[src/rtl/single_cycle_cpu.sv]
// single_cycle_cpu: 8-bit single-cycle core (decode, regfile, ALU, data memory); define CPU_HALT_EN to make cmd F a sticky halt
module single_cycle_cpu #(
  parameter int DATA_W  = 8,
  parameter int DMEM_AW = 4
) (
  input  logic              clk,
  input  logic              PCReset,
  output logic [7:0]        instr_addr,
  input  logic [15:0]       instr,
  output logic [3:0]        flags,
  input  logic [3:0]        dbg_sel,
  output logic [DATA_W-1:0] dbg_data,
  output logic              halted
);
  localparam int M = DATA_W - 1;
  logic [7:0]        pc_q, pc_d, pc_inc;
  logic [DATA_W-1:0] rf_q [16];
  logic [DATA_W-1:0] mem_q [2**DMEM_AW];
  logic [3:0]        flags_q, flags_d;
  logic [3:0]        cmd, ra, rb, imm4;
  logic [7:0]        imm8;
  logic [DATA_W-1:0] a, b, opb, res;
  logic [DATA_W:0]   sum, diff;
  logic [DMEM_AW-1:0] ea;
  logic              cf, vf, rf_we, fl_we, mem_we, run;
  assign cmd  = instr[15:12];
  assign ra   = instr[11:8];
  assign rb   = instr[7:4];
  assign imm4 = instr[3:0];
  assign imm8 = instr[7:0];
  assign a    = rf_q[ra];
  assign b    = rf_q[rb];
  assign opb  = (cmd == 4'h5) ? DATA_W'(imm8) : b;
  assign sum  = {1'b0, a} + {1'b0, opb};
  assign diff = {1'b0, a} - {1'b0, b};
  assign ea   = DMEM_AW'(b + DATA_W'(imm4));
  assign pc_inc = pc_q + 8'd1;
`ifdef CPU_HALT_EN
  // HALT does not advance the PC; the core then freezes until reset
  logic halted_q;
  assign run    = !halted_q && (cmd != 4'hF);
  assign halted = halted_q;
  // sticky halt flag, cleared only by reset
  always_ff @(posedge clk or posedge PCReset)
    if (PCReset) halted_q <= 1'b0;
    else if (cmd == 4'hF) halted_q <= 1'b1;
`else
  assign run    = 1'b1;
  assign halted = 1'b0;
`endif
  // decode and execute: result, flag values, write enables and next PC
  always_comb begin
    res    = sum[M:0];
    cf     = 1'b0;
    vf     = 1'b0;
    rf_we  = 1'b0;
    fl_we  = 1'b0;
    mem_we = 1'b0;
    pc_d   = pc_inc;
    case (cmd)
      4'h0, 4'h5: begin
        res   = sum[M:0];
        cf    = sum[DATA_W];
        vf    = (a[M] == opb[M]) && (res[M] != a[M]);
        rf_we = 1'b1;
        fl_we = 1'b1;
      end
      4'h1, 4'h7: begin
        res   = diff[M:0];
        cf    = ~diff[DATA_W];
        vf    = (a[M] != b[M]) && (res[M] != a[M]);
        rf_we = (cmd == 4'h1);
        fl_we = 1'b1;
      end
      4'h2: begin res = a & b;  rf_we = 1'b1; fl_we = 1'b1; end
      4'h3: begin res = a | b;  rf_we = 1'b1; fl_we = 1'b1; end
      4'h4: begin res = a ^ b;  rf_we = 1'b1; fl_we = 1'b1; end
      4'h6: begin res = DATA_W'(imm8); rf_we = 1'b1; end
      4'h8: begin res = b << imm4; rf_we = 1'b1; fl_we = 1'b1; end
      4'h9: begin res = b >> imm4; rf_we = 1'b1; fl_we = 1'b1; end
      4'hA: begin res = mem_q[ea]; rf_we = 1'b1; end
      4'hB: mem_we = 1'b1;
      4'hC: pc_d = imm8;
      4'hD: pc_d = flags_q[2] ? imm8 : pc_inc;
      4'hE: pc_d = flags_q[2] ? pc_inc : imm8;
      default: ;
    endcase
    if (!run) begin
      rf_we  = 1'b0;
      fl_we  = 1'b0;
      mem_we = 1'b0;
      pc_d   = pc_q;
    end
  end
  assign flags_d = {res[M], res == '0, cf, vf};
  // architectural state: PC, flags and register file
  always_ff @(posedge clk or posedge PCReset)
    if (PCReset) begin
      pc_q    <= '0;
      flags_q <= '0;
      for (int i = 0; i < 16; i++) rf_q[i] <= '0;
    end else begin
      pc_q <= pc_d;
      if (fl_we) flags_q <= flags_d;
      if (rf_we) rf_q[ra] <= res;
    end
  // data memory: synchronous write, never reset
  always_ff @(posedge clk)
    if (mem_we) mem_q[ea] <= a;
  assign instr_addr = pc_q;
  assign flags      = flags_q;
  assign dbg_data   = rf_q[dbg_sel];
endmodule

[config.mk]
export PLATFORM = sky130hd
export DESIGN_NAME = single_cycle_cpu
export DESIGN_NICKNAME = d
export VERILOG_FILES = /design/src/rtl/single_cycle_cpu.sv
export SDC_FILE = /design/constraint.sdc
export NUM_CORES = 1
export LEC_CHECK = 0
export CAP_MARGIN = 20
export CORE_ASPECT_RATIO = 1.75
export CORE_UTILIZATION = 55
export DETAILED_ROUTE_END_ITERATION = 10
export GPL_TIMING_DRIVEN = 0
export PLACE_DENSITY = 0.72
export SLEW_MARGIN = 20
export SYNTH_ARGS = -nofsm -noshare
export SYNTH_HDL_FRONTEND = slang
export SYNTH_SLANG_ARGS = --single-unit
[constraint.sdc]
create_clock -name clk -period 6.3 [get_ports clk]
set_clock_uncertainty 0.05 [all_clocks]
set_input_delay 1.26 -clock clk [delete_from_list [all_inputs] [get_ports clk]]
set_output_delay 1.26 -clock clk [all_outputs]
set_load 0.03 [all_outputs]
## Word level (Yosys, flattened, before mapping)

Memories as Yosys holds them, arrays and structs flattened.
Index checks and enable logic that the tools add are counted.

| storage, ports and cells | value |
|---|---|
| output and inout bits | 21 |
| bits of input ports | 22 |
| register bits | 140 |
| logic and storage cells | 87 |
| memories | 1 |
| bits in writable memories | 128 |

Memory list:

| name | depth | bits a word | read ports | clocked after memory_dff | write ports | RTL line | RTL |
|---|---|---|---|---|---|---|---|
| mem_q | 16 | 8 | 1 | 0 | 1 | 18 | `logic [DATA_W-1:0] mem_q [2**DMEM_AW];` |

| cells by class | value |
|---|---|
| muxes and demuxes | 24 |
| shifts and indexed selects | 2 |
| eq/ne operators | 18 |
| $add $sub $neg | 4 |
| bitwise gates (word level) | 7 |
| reductions and logical operators | 9 |
| $lt $le $gt $ge | 4 |

Operators by type and width:

| operator | count |
|---|---|
| bitwise mux 128 bit | 1 |
| binary-select mux 8 bit (select 4 bit) | 3 |
| 2-to-1 mux 8 bit | 10 |
| one-hot mux 8 bit (8 select lines) | 1 |
| demux 8 bit (select 4 bit) | 1 |
| equality test 4 bit (second input constant) | 7 |
| one-hot mux 8 bit (3 select lines) | 1 |
| OR reduction 9 bit | 2 |
| equality test 4 x 3 -> 1 bit (second input constant) | 4 |
| greater-or-equal comparator 5 bit (second input constant) | 3 |
| inverter 4 -> 5 bit | 3 |
| adder 8 x 8 -> 9 bit | 1 |
| subtractor 8 x 8 -> 9 bit | 1 |
| adder 8 x 1 -> 8 bit (second input constant) | 1 |
| bitwise AND 8 bit | 1 |
| equality test 4 x 2 -> 1 bit (second input constant) | 2 |
| zero test 8 bit | 1 |
| OR 8 bit | 1 |
| left shift 8 x 4 -> 8 bit | 1 |
| >> shifter 8 x 4 -> 8 bit | 1 |
| bitwise XOR 8 bit | 1 |
| one-hot mux 1 bit (2 select lines) | 3 |
| less-than comparator 5 x 1 -> 1 bit (second input constant) | 1 |
| adder 4 bit | 1 |
| 8 further kinds | 16 |

## Logic depth before layout (Yosys ltp)

Gate-level depths: netlist of run 1.

| logic depth | value |
|---|---|
| word-level depth | 9 |
| depth in mapped cells | 19 |
| gate-level depth less buffers | 15 |

## Worst setup path before layout of run 1

No wires, ideal clock.

| timing path | value |
|---|---|
| path type | input port to flip-flop |
| start point | in instr[4] |
| end point | reg flags_q[2], in the netlist flags[2] |
| stages on the path | 18 |
| buffers on the path | 6 |
| slack | 0.049 ns |
| setup time | 0.066 ns |
| data required time | 6.184 ns |
| arrival time | 6.135 ns |
| cell sequence | buf_6 buf_12 buf_12 mux4_2 mux2i_1 o22a_1 inv_1 ha_1 fa_1 buf_2 buf_2 clkbuf_1 mux4_2 mux2_1 a221oi_1 o2111a_2 and4_1 a41o_1 |

| between the ends | value |
|---|---|
| cells in the longest elaborated chain, start to end | 8 |
| elaborated cells on any way between the ends | 16 |
| classes of those cells | add/sub: 3; shift: 2; mux: 5; bitwise: 4; reduce/logical: 1; memory: 1 |

Ends and longest elaborated chain:

| item | RTL line | RTL |
|---|---|---|
| from (decl) | 9 | `input logic [15:0] instr,` |
| inverter 4 -> 5 bit (not written as such) | 32 | `assign b = rf_q[rb];` |
| binary-select mux 8 bit (select 4 bit) | 32 |  |
| 2-to-1 mux 8 bit (not written as such) (2 in series) | 32 |  |
| adder 4 bit or 2-to-1 mux 8 bit (tied branches) | 36, 33 |  |
| memory read (16 x 8 bit) or adder 8 x 8 -> 9 bit (tied branches) | n/a |  |
| one-hot mux 8 bit (8 select lines) * | 60 | `case (cmd)` |
| zero test 8 bit * | 95 | `assign flags_d = {res[M], res == '0, cf, vf};` |
| to (signal assigned) | 104 | `if (fl_we) flags_q <= flags_d;` |
| to (decl) | 19 | `logic [3:0] flags_q, flags_d;` |

Every way passes the cells marked *; elsewhere a longest branch is shown, timed or not. The select of a mux whose other input is x is not followed.
A chain may end at the register's enable or synchronous reset.

## Final worst setup path of run 1

Ends and elaborated chain as after synthesis.

==> results.py, run 1 <==
metrics = {
    "outcome": {
        "status": "completed",
    },
    "routing": {
        "remaining_drc_errors": 0,
        "dr_total_vias": 11800,
        "wl_per_cell_um": 28.8,
        "drtIter0Drc": 1161,
        "drtPass1Iterations": 8,
        "final_antenna_net_count": 0,
        "wl_um": 50000,
        "vias_per_cell": 6.81,
    },
    "floorplan": {
        "placeableCoreArea_um2": 28100,
        "initial_utilization_pct": 56.2,
        "fp.dieW_um": 130,
        "dieArea_um2": 29400,
        "ios": 43,
        "rows": 81,
        "die_height_um": 226,
    },
    "logic_synthesis": {
        "synth_cell_type_count": 83,
        "synth-seq-cells": 268,
        "netlist_area_um2": 15800,
        "synth_edf_count": 128,
        "synthCells": 1286,
        "synth-seq-area-share_pct": 46.6,
        "synthArstFlopShare_pct": 52.2,
        "synthesis.nets": 1348,
        "ys.warnings.count": 0,
        "ys.flop_type": "dfrtp_1",
        "syn_area_per_cell_um2": 12.3,
    },
    "timing": {
        "min_period_over_period_pct": 97.8,
        "setup-violations-final": 0,
        "max_freq_mhz": 162,
        "slew_violations": 0,
        "max_slew_margin_pct": 26.0,
        "rsz0062_at_grt": "no",
        "tightestPinTransition_ps": 1110,
        "hold_viol_final": 0,
        "period_minus_slack_ps": 6160,
    },
    "critical_path": {
        "cp-end-kind": "flop",
        "cp_top_family": "buffers and inverters",
        "cp-start-kind": "primary input",
        "path_cells": "buf_6, buf_12, buf_12, mux4_2, mux2i_2, o22a_2, inv_1, ha_1, clkbuf_1, buf_2, clkbuf_2, mux4_2, mux2_1, a221oi_1, o2111a_2, buf_4, and4_1, a41o_1",
        "cpPeakStageDelay_ps": 530,
        "r2r_slack_ps": 860,
        "required_ps": 6740,
        "slowest_stage": "clkbuf_1",
        "crit_type": "primary input to flop",
        "cp_max_fo": 10,
        "critical_path_arrival_ps": 6600,
        "path_buf_inv": 8,
    },
    "global_routing": {
        "grt_util_all_layers_pct": 35.9,
        "grt_pass1_wl_um": 74500,
        "grt_max_degree": 103,
        "overflow": 0,
        "first_global_vias": 12200,
        "grt_antenna_before_repair": 0,
    },
    "clocking": {
        "cts_max_level": 1,
        "path_clk_slew_ps": 70,
        "cts-root-buf": "clkbuf_16",
        "clockBufferDepth": 3,
        "cts_buffers": 24,
        "clkSinkCount": 268,
        "cts_tree": "built",
        "insertion_delay_ps": 550,
    },
    "layout": {
        "syn2layout_area_growth_pct": 10.8,
        "antenna_cells": 0,
        "final_cells": 1735,
        "drive_gt1_share_pct": 19.5,
        "final_util_pct": 62.2,
        "fin_nets": 1407,
    },
    "place": {
        "dpl.hpwl_um": 38100,
        "routabilityCongestion": 1.01,
        "placed_cells": 1691,
        "io_buffers": 31,
    },
    "power_and_ir_drop": {
        "irDropWorstVdd_v": 0.000381,
        "p_per_area_nw_per_um2": 471,
        "leakage_nw": 6.65,
    },
    "min_path": {
        "hp-class": "flop to flop",
    },
    "flow_run": {
        "cap_violations": 0,
    },
}
synth_stat cells, drive strengths merged, types with 7 or more instances:
library cell  number  area (µm²)
nand2            177         672
o21ai            144         728
dfrtp            140        3500
mux4             136        3070
edfxtp           128        3840
nor2              68         260
clkbuf            59         224
a21oi             41         205
ha                37         463
inv               35         131
buf               34         238
mux2              33         372
mux2i             24         240
nand3             19        95.1
xnor2             16         159
nand2b            14        87.6
nor3              14        75.1
a211oi            10        75.1
nor2b             10        62.6
o22ai             10        62.6
o31ai              9        67.6
xor2               9        78.8
and2               8        50.1
a221oi             7        61.3
a22oi              7        80.1
o32ai              7        80.1
layout make-up:
| class | instances | area, µm² |
|---|---|---|
| fillers | 2250 | 10600 |
| multi-input cells | 887 | 7830 |
| flip-flops and latches | 268 | 7350 |
| clock buffers | 34 | 689 |
| plain buffers | 92 | 508 |
| well taps | 373 | 467 |
| repair buffers | 34 | 353 |
| inverters | 38 | 150 |
| clock inverters | 9 | 119 |
tightest hold or removal path, delay by kind of cell (launching register included):
family           cells  cell delay, ps
AO/OA/AOI/OAI        1              70
flip-flops           1             350
AND/OR/NAND/NOR      1              50
routing by layer:
metal,part of all wire (%),GRT usage [%],vias to the layer above
li1,-,-,5033
met1,31,35.3,5811
met2,51,61.6,691
met3,7.5,7.98,284
met4,11,33.1,0
met5,0,0,-
per-stage QoR:
step	area [µm²]	hold slack [ps]	setup slack [ps]	power (W)	TNS (ps)
3_3_place_gp	16500	418	-1520	0.00645	-275550
4_1_cts	17400	460	26.6	0.00811	0
5_1_grt	17500	485	16.4	0.00857	0
6_report	17500	452	136	0.00822	0
3_5_place_dp	16600	446	-1590	0.00655	-190090
2_1_floorplan	15800	424	48.7	0.00529	0
cells by family (layout without fill, tap and decap cells):
| group | count (synthesis) | count (layout) | synth area share (%) |
|---|---|---|---|
| DFF | 268 | 268 | 46.6 |
| muxes | 193 | 193 | 23.4 |
| other | 1 | 1 | 0.0238 |
| AOI/OAI and AO/OA | 288 | 288 | 11.7 |
| adders and majority gates | 40 | 40 | 3.32 |
| xor gates and xnor gates | 25 | 25 | 1.51 |
| and+or+nand+nor | 340 | 340 | 9.63 |
| buffers and inverters | 131 | 207 | 3.83 |
state kept, by name, summed over array words and instances (netlist names):
name / count
mem_q: 128
rf_q: 128
instr_addr: 8
flags: 4
power breakdown:
group	switching, W	total [W]	leakage, nW	internal (W)
Clock	0.000670	0.00152	0.389	0.000852
Combinational	0.00218	0.00385	3.32	0.00167
Sequential	0.000449	0.00285	2.94	0.00240
placed cells by master (no fill, tap or decap), types with 11 or more instances in the layout:
master	count
o21ai_0	139
nor3_1	13
clkbuf_16	25
xnor2_1	15
mux2_2	31
clkbuf_2	11
clkbuf_1	55
nand2_1	176
a21oi_1	41
mux4_2	133
clkdlybuf4s50_1	31
mux2i_1	23
inv_1	34
edfxtp_1	128
nor2_1	66
ha_1	37
dfrtp_1	140
nand3_1	19
nand2b_1	14
worst paths after layout:
check | end | startpoint | cells past startpoint
setup / recovery | flags[2] | instr[4] | 18
hold / removal | flags[3] | flags[3] | 2
setup reg to reg | flags[2] | rf_q[97] | 15
hold reg to reg | flags[3] | flags[3] | 2
max in group asynchronous | rf_q[113] | PCReset | 3
min in group asynchronous | rf_q[87] | PCReset | 2
repair_timing:
item                                    in CTS  in global routing
pin swaps                                    1                  1
endpoints found under the setup margin     182                 89
buffers inserted                             1                  1
hold buffers                                 0                  0
endpoints found under the hold margin        0                  0
resized for setup                           19                 24
cloned                                       0                  0
Note: power is estimated with default switching activity, not from simulation.
==> run 2, diff against run 1 <==
- GPL_TIMING_DRIVEN: 0 -> 1
- TNS_END_PERCENT: unset -> 5
==> run 2 against run 1 <==
Sequential cell count stayed put. Die area stayed put. Final area is 0.29% higher. Critical path depth shrank 3. Highest routed layer unchanged. Fmax grew 8.7%. Global-route usage shrank 1.7 points. Largest cell class unchanged. Register-to-register slack gained 490 ps. Hold slack got worse by 8.7 ps. First-iteration DRC count down 12%. Power shrank 0.71%. Combinational power fell by 2%. Sequential power barely moved.
==> results.py, run 2 (synthesized netlist as in run 1, its figures left out) <==
metrics = {
    "layout": {
        "antenna_cells": 0,
        "syn2layout_area_growth_pct": 11.1,
        "mostFrequentLayoutCells": "176 x nand2_1, 140 x o21ai_0, 140 x dfrtp_1",
        "final_common_cell": "nand2_1",
        "final_util_pct": 62.4,
        "fin_nets": 1382,
        "drive_gt1_share_pct": 21.8,
    },
    "critical_path": {
        "crit_type": "primary input to flop",
        "critical_path_arrival_ps": 6020,
        "r2r_end": "rf_q[30]",
        "cp-start-kind": "primary input",
        "cp_max_fo": 41,
        "reg2reg_depth": 11,
        "r2r_slack_ps": 1350,
        "timing.rr.start": "rf_q[96]",
        "cp-end-kind": "flop",
        "required_ps": 6640,
    },
    "floorplan": {
        "ios": 43,
        "die_height_um": 226,
        "initial_utilization_pct": 56.2,
        "dieArea_um2": 29400,
        "fp.dieW_um": 130,
        "placeableCoreArea_um2": 28100,
        "rows": 81,
    },
    "timing": {
        "min_period_over_period_pct": 90.0,
        "max_slew_margin_pct": 38.7,
        "slew_violations": 0,
        "rsz0062_at_grt": "no",
        "setup-violations-final": 0,
        "tns_ps": 0,
        "tightestPinTransition_ps": 917,
        "period_minus_slack_ps": 5670,
        "max_freq_mhz": 176,
        "hold_viol_final": 0,
    },
    "place": {
        "routabilityCongestion": 1.03,
        "dpl.hpwl_um": 33900,
        "io_buffers": 41,
    },
    "routing": {
        "wl_um": 47600,
        "drtPass1Iterations": 5,
        "vias_per_cell": 6.73,
        "remaining_drc_errors": 0,
        "dr_total_vias": 11500,
        "drtIter0Drc": 1023,
        "wl_per_cell_um": 27.8,
        "final_antenna_net_count": 0,
    },
    "min_path": {
        "min_to": "flags[3]",
        "min_from": "flags[3]",
        "hp-class": "flop to flop",
        "whs_path_depth": 2,
    },
    "clocking": {
        "cts-root-buf": "clkbuf_16",
        "path_clk_slew_ps": 70,
        "ctsResizeCount": 0,
        "cts_tree": "built",
        "insertion_delay_ps": 550,
        "cts-hold-fix-buffers": 0,
        "clkSinkCount": 268,
        "cts_max_level": 1,
        "cts_setup_buffers": 0,
        "clockBufferDepth": 3,
        "cts_buffers": 25,
    },
    "global_routing": {
        "overflow": 0,
        "grt_max_degree": 93,
        "first_global_vias": 11700,
        "grt_pass1_wl_um": 71200,
        "grt_util_all_layers_pct": 34.2,
        "grt_antenna_before_repair": 1,
    },
    "flow_run": {
        "cap_violations": 0,
    },
    "power_and_ir_drop": {
        "p_per_area_nw_per_um2": 466,
        "intPower_w": 0.00497,
        "sw_frac_of_total_pct": 39.1,
        "irDropWorstVdd_v": 0.000367,
        "p_switching_w": 0.00319,
        "pwr-share-clk_pct": 19.2,
        "comb_power_share_pct": 46.1,
        "leakage_nw": 6.74,
        "total_power_w": 0.00816,
        "p_seq_share_pct": 34.7,
    },
    "outcome": {
        "status": "completed",
    },
}
run 2: cell count changes in the layout (fill, tap and decap cells not counted), sizes merged:
cell,delta
clkdlybuf4s50,+5
clkinvlp,+1
buf,+35
clkbuf,-70
clkinv,+4
bufinv,+1
run 2: area by class of cell:
class	instances	area, µm²
fill	2203	10600
clock inverter	15	171
clock buffer	30	656
timing repair buffer	100	903
multi-input combinational	887	7820
tap	373	467
sequential	268	7350
inverter	38	148
run 2: power groups by stage:
stage	Clock [W]	Sequential [W]	Combinational [W]
6_report	0.00157	0.00283	0.00376
5_1_grt	0.00163	0.00288	0.00400
3_3_place_gp	0	0.00281	0.00362
2_1_floorplan	0	0.00275	0.00254
4_1_cts	0.00157	0.00281	0.00370
3_5_place_dp	0	0.00284	0.00368
run 2: critical path: stages:
cell and delay (ps):
buf_2 240, buf_12 340, mux2_2 390, o22ai_1 560, nor3_1 200, nor2_2 170
inv_1 90, ha_1 340, a21oi_1 210, xnor2_1 180, xnor2_4 500, mux4_2 450
a221oi_1 300, o22a_1 560, o21ai_0 210
run 2: routing by layer:
metal | up-vias | GRT usage [%] | part of all wire, %
li1 | 4973 | - | -
met1 | 5724 | 36.2 | 32
met2 | 598 | 58.1 | 51
met3 | 223 | 6.06 | 7.1
met4 | 0 | 29.2 | 9.9
met5 | - | 0 | 0
run 2: how the worst max path moves through the flow:
stage               startpoint        end
floorplan             instr[4]   flags[2]
global placement      instr[5]  rf_q[118]
detailed placement    instr[5]   rf_q[30]
CTS                   instr[5]   rf_q[30]
global route          instr[4]   rf_q[38]
finish                instr[4]   rf_q[30]
run 2: metrics by stage:
step                hold slack, ps  cell area (µm²)  cells  setup slack (ps)
floorplan                      424            15800   1286              48.7
global placement               413            16700   1666               250
detailed placement             440            16700   1666               190
CTS                            446            17500   1711               745
global route                   472            17500   1711               415
finish                         443            17500   1711               628
